`config.mk`:
```
export PLATFORM = sky130hd
export DESIGN_NAME = hazard_ctrl
export DESIGN_NICKNAME = d
export VERILOG_FILES = /design/src/rtl/hazard_ctrl.sv
export SDC_FILE = /design/constraint.sdc
export NUM_CORES = 1
export LEC_CHECK = 0
export ABC_AREA = 1
export BUFFER_PORTS_ARGS = -buffer_cell sky130_fd_sc_hd__buf_2
export CAP_MARGIN = 20
export CORE_ASPECT_RATIO = 0.6
export CORE_MARGIN = 1
export CORE_UTILIZATION = 50
export CTS_CLUSTER_SIZE = 8
export DETAILED_ROUTE_END_ITERATION = 6
export HOLD_SLACK_MARGIN = 0.15
export PLACE_DENSITY = 0.78
export SLEW_MARGIN = 20
export SYNTH_ARGS = -nofsm -noshare
export SYNTH_HDL_FRONTEND = slang
export SYNTH_SLANG_ARGS = --single-unit
```
`constraint.sdc`:
```
create_clock -name CLK -period 1.95 [get_ports CLK]
set_input_delay 0.2925 -clock CLK [delete_from_list [all_inputs] [get_ports CLK]]
set_output_delay 0.2925 -clock CLK [all_outputs]
set_load 0.02 [all_outputs]
```
`src/rtl/hazard_ctrl.sv`:
```
// Hazard controller for the 5-stage scalar pipeline.
// Resolves RAW hazards by forwarding, inserts a bubble for load-use hazards,
// holds the execute stage while a multi-cycle ALU op completes, and counts
// stall cycles for performance debug.
// There is no valid/ready handshake in this block. Every control output is a
// same-cycle decode of the current FSM state and the pipeline inputs.
module hazard_ctrl #(
  parameter int                    ALU_CTRL_W = 4,
  parameter logic [ALU_CTRL_W-1:0] MULTI_OP   = 4'b1010,
  parameter int                    MULTI_LAT  = 4,
  parameter int                    CNT_WIDTH  = 32
) (
  input  logic                  CLK,
  input  logic                  RST,
  input  logic [4:0]            RA1_D,
  input  logic [4:0]            RA2_D,
  input  logic [4:0]            RA1_E,
  input  logic [4:0]            RA2_E,
  input  logic [4:0]            WRITE_REG_E,
  input  logic                  REG_WRITE_E,
  input  logic                  MEM_TO_REG_E,
  input  logic [ALU_CTRL_W-1:0] ALU_CONTROL_E,
  input  logic [4:0]            WRITE_REG_M,
  input  logic                  REG_WRITE_M,
  input  logic [4:0]            WRITE_REG_W,
  input  logic                  REG_WRITE_W,
  output logic                  STALL_F,
  output logic                  STALL_D,
  output logic                  STALL_E,
  output logic                  FLUSH_E,
  output logic                  FLUSH_M,
  output logic [1:0]            FWD_A_E,
  output logic [1:0]            FWD_B_E,
  output logic [CNT_WIDTH-1:0]  STALL_COUNT,
  output logic [1:0]            DBG_STATE
);

  // The counter only ever holds values up to MULTI_LAT-2.
  localparam int           CW       = (MULTI_LAT > 2) ? $clog2(MULTI_LAT) : 1;
  localparam logic [CW-1:0] CNT_LOAD = CW'(MULTI_LAT - 2);
  localparam logic [CW-1:0] CNT_ONE  = CW'(1);

  typedef enum logic [1:0] {
    IDLE = 2'd0,
    BUSY = 2'd1,
    DONE = 2'd2
  } state_t;

  state_t         fsm;
  logic [CW-1:0]  cnt;
  logic           is_multi;
  logic           multi_stall;
  logic           lu;

  // Operand source select: M stage beats W stage, r0 never forwarded.
  function automatic logic [1:0] fwd_sel(
    input logic [4:0] src,
    input logic       wr_m,
    input logic [4:0] reg_m,
    input logic       wr_w,
    input logic [4:0] reg_w
  );
    if (src == 5'd0)                  return 2'b00;
    else if (wr_m && (reg_m == src))  return 2'b10;
    else if (wr_w && (reg_w == src))  return 2'b01;
    else                              return 2'b00;
  endfunction

  assign is_multi    = (ALU_CONTROL_E == MULTI_OP);
  // In DONE the completing op is still in E, so is_multi must not restart a stall.
  assign multi_stall = ((fsm == IDLE) && is_multi) || (fsm == BUSY);
  assign lu          = MEM_TO_REG_E && REG_WRITE_E && (WRITE_REG_E != 5'd0) &&
                       ((WRITE_REG_E == RA1_D) || (WRITE_REG_E == RA2_D));
  assign DBG_STATE   = fsm;

  // Multi-cycle execute FSM: IDLE stalls the first cycle, BUSY counts down the rest.
  always_ff @(posedge CLK) begin
    if (RST) begin
      fsm <= IDLE;
      cnt <= '0;
    end else begin
      case (fsm)
        IDLE: begin
          if (is_multi) begin
            cnt <= CNT_LOAD;
            if (MULTI_LAT > 2) fsm <= BUSY;
            else               fsm <= DONE;
          end
        end
        BUSY: begin
          cnt <= cnt - CNT_ONE;
          if (cnt == CNT_ONE) fsm <= DONE;
        end
        DONE: fsm <= IDLE;
        default: begin
          fsm <= IDLE;
          cnt <= '0;
        end
      endcase
    end
  end

  // Stall, flush and forward decode; multi-cycle stall overrides load-use.
  always_comb begin
    STALL_F = 1'b0;
    STALL_D = 1'b0;
    STALL_E = 1'b0;
    FLUSH_E = 1'b0;
    FLUSH_M = 1'b0;
    FWD_A_E = 2'b00;
    FWD_B_E = 2'b00;
    if (RST) begin
      FLUSH_E = 1'b1;
      FLUSH_M = 1'b1;
    end else begin
      FWD_A_E = fwd_sel(RA1_E, REG_WRITE_M, WRITE_REG_M, REG_WRITE_W, WRITE_REG_W);
      FWD_B_E = fwd_sel(RA2_E, REG_WRITE_M, WRITE_REG_M, REG_WRITE_W, WRITE_REG_W);
      if (multi_stall) begin
        STALL_F = 1'b1;
        STALL_D = 1'b1;
        STALL_E = 1'b1;
        FLUSH_M = 1'b1;
      end else if (lu) begin
        STALL_F = 1'b1;
        STALL_D = 1'b1;
        FLUSH_E = 1'b1;
      end
    end
  end

  // Saturating count of cycles in which decode is held.
  always_ff @(posedge CLK) begin
    if (RST) begin
      STALL_COUNT <= '0;
    end else if (STALL_D && (STALL_COUNT != {CNT_WIDTH{1'b1}})) begin
      STALL_COUNT <= STALL_COUNT + CNT_WIDTH'(1);
    end
  end

endmodule

```
==> impl_metrics.json <==
{
  "outcome": "completed",
  "cts_tree": "built",
  "grt_pass1_wl_mm": 12.0,
  "finalPower_mw": 1.70,
  "final_max_slew_viol_count": 0,
  "ys.flop_type": "dfxtp_1",
  "yosys_register_bits": 36,
  "period_needed_ns": 1.79,
  "fin_skew_ns": 0.00386,
  "yosys-top-cells-count": "nand2_1, inv_1, nor2_1, nand3_1, dfxtp_1",
  "crit_buf_inv": 3,
  "viasPerCell": 4.90,
  "cap_violations": 0,
  "cts.sinks": 36,
  "met2_usage": 0.393,
  "async_flop_share": 0,
  "timing.critical_path.cells": "inv_1 > nor2_2 > inv_1 > nand2_1 > nand2_1 > nand2_4 > buf_2",
  "cts_made_buffers": 5,
  "cp.required_ns": 1.66,
  "maxSlewHeadroom": 0.736,
  "crit_path_start_kind": "flip-flop",
  "syn-instance-count": 511,
  "hold_path.startpoint": "RST",
  "fmax_ghz": 0.559,
  "dp_hpwl_mm": 5.74,
  "cts-root-buf": "clkbuf_8",
  "grt_pass1_vias": 2766,
  "worst_pin_slew_ns": 0.392,
  "port_buffers": 87,
  "clockBufferDepth": 2,
  "yosysWarningCount": 0,
  "die_y_um": 61.4,
  "die_x_um": 101,
  "timing.setup.tns_ns": 0,
  "fp-row-count": 21,
  "coreArea_um2": 5620,
  "startpoint": "DBG_STATE[0]",
  "drive_gt1_frac": 0.238,
  "leakage_nw": 1.84,
  "wl_per_cell_um": 10.9,
  "antenna_found_initial": 0,
  "drt_iter0_drc": 171,
  "fillers": 566,
  "cp_top_family": "simple AND/OR/NAND/NOR gates",
  "gp_congestion": 0.974,
  "overflow": 0,
  "cp_max_fo": 8,
  "rsz0062_at_grt": "no",
  "area_growth_pct": 21.5,
  "first_pass_iters": 4,
  "layout.nets": 643,
  "regToRegStartpoint": "STALL_COUNT[0]",
  "place_inst": 669,
  "synth-edff-count": 0,
  "grt_util_all_layers": 0.245,
  "drc": 0,
  "yosysSeqAreaShare": 0.245,
  "endpoint_kind": "output port",
  "fin_cells": 677,
  "hold_path_class": "in2reg",
  "regArea_um2": 723,
  "finalSetupViolations": 0,
  "design.die.area_um2": 6190,
  "clk_latency_ns": 0.29,
  "period_share": 0.917,
  "hold_viol": 0,
  "grt.busiest_layer": "met2",
  "synth.area.top_cells": "dfxtp_1, nand2_1, inv_1",
  "cts_setup_buffers": 0,
  "cts_hold_buf": 0,
  "syn-num-nets": 558,
  "crit_slowest_cell": "dfxtp_1",
  "yosysMostFrequentCell": "nand2_1",
  "grt_util_met1": 0.349,
  "slowest_delay_ns": 0.36,
  "wirelength_mm": 7.37,
  "ys_types": 32,
  "start_util": 0.522,
  "routed-via-count": 3318,
  "synth_top_area_share": 0.245,
  "multi_input_area_um2": 1740,
  "ant_nets": 0,
  "avgSynthCellArea_um2": 5.75,
  "clk_pin_slew_ns": 0.07,
  "finalInstanceArea_um2": 3570,
  "grtUsageMet3": 0.0465,
  "fin_hold_ws_ns": 0.244,
  "cts_max_level": 2,
  "grt_max_degree": 51,
  "worst-setup-path-type": "reg2out",
  "dpl-instance-area_um2": 3430,
  "cp.arrival_ns": 1.49,
  "ioPinCount": 88,
  "yosysTopAreaCell": "dfxtp_1",
  "diodes": 0,
  "power.density_nw_per_um2": 475,
  "ir_drop_mv": 0.393,
  "synth_area_um2": 2940
}
[stage by stage]
stage / utilization / setup WS, ns
2_1_floorplan: - / 0.114
3_3_place_gp: 0.610 / 0.173
3_5_place_dp: 0.610 / 0.0903
4_1_cts: 0.631 / 0.0578
5_1_grt: 0.634 / 0.0131
6_report: 0.634 / 0.163
[state kept, by name, indices dropped and copies added (netlist names)]
register     cells
DBG_STATE        2
cnt              2
STALL_COUNT     32
[routing by layer]
layer / part of all wire / up-vias
met5: 0 / -
met4: 0.0037 / 0
met3: 0.063 / 4
met2: 0.42 / 97
met1: 0.51 / 1468
li1: - / 1749
[report_power, final]
group	switching (mW)	internal, mW	total (mW)
Clock	0.290	0.378	0.668
Combinational	0.166	0.109	0.275
Sequential	0.00881	0.743	0.752
Total	0.465	1.23	1.70
[layout make-up]
type / instances / area share
Sequential cell: 36 / 0.203
Clock buffer: 5 / 0.0193
Multi-Input combinational cell: 355 / 0.487
Timing Repair Buffer: 94 / 0.141
Inverter: 104 / 0.109
Clock inverter: 3 / 0.0119
Tap cell: 80 / 0.0281
[final timing paths]
check / end / slack (ns) / depth (start not counted)
worst max-delay path: STALL_D / 0.16 / 7
worst min-delay path: cnt[1] / 0.24 / 2
worst max register to register: STALL_COUNT[10] / 0.19 / 11
worst min register to register: cnt[0] / 0.47 / 1
[placed cells by master (no fill, tap or decap), drive strengths merged, types with 8 or more instances in the layout]
master / count
dfxtp: 36
inv: 98
nor3: 12
nand4: 29
nor2: 83
a21oi: 8
nand2: 145
nand3: 47
buf: 94
[logic make-up (layout without fill, tap and decap cells)]
group | after synthesis | in the layout | share of synthesized area
AOI/OAI and AO/OA | 19 | 19 | 0.0371
xor gates and xnor gates | 11 | 11 | 0.0328
adders and majority gates | 2 | 2 | 0.00852
buffers and inverters | 120 | 206 | 0.169
DFF | 36 | 36 | 0.245
and+or+nand+nor | 323 | 323 | 0.507
[timing repair]
| item | 4_1_cts | 5_1_grt |
|---|---|---|
| pin swaps | 0 | 0 |
| setup endpoints to repair | 2 | 27 |
| gates resized for setup | 1 | 7 |
Note: power is estimated with default switching activity, not from simulation.
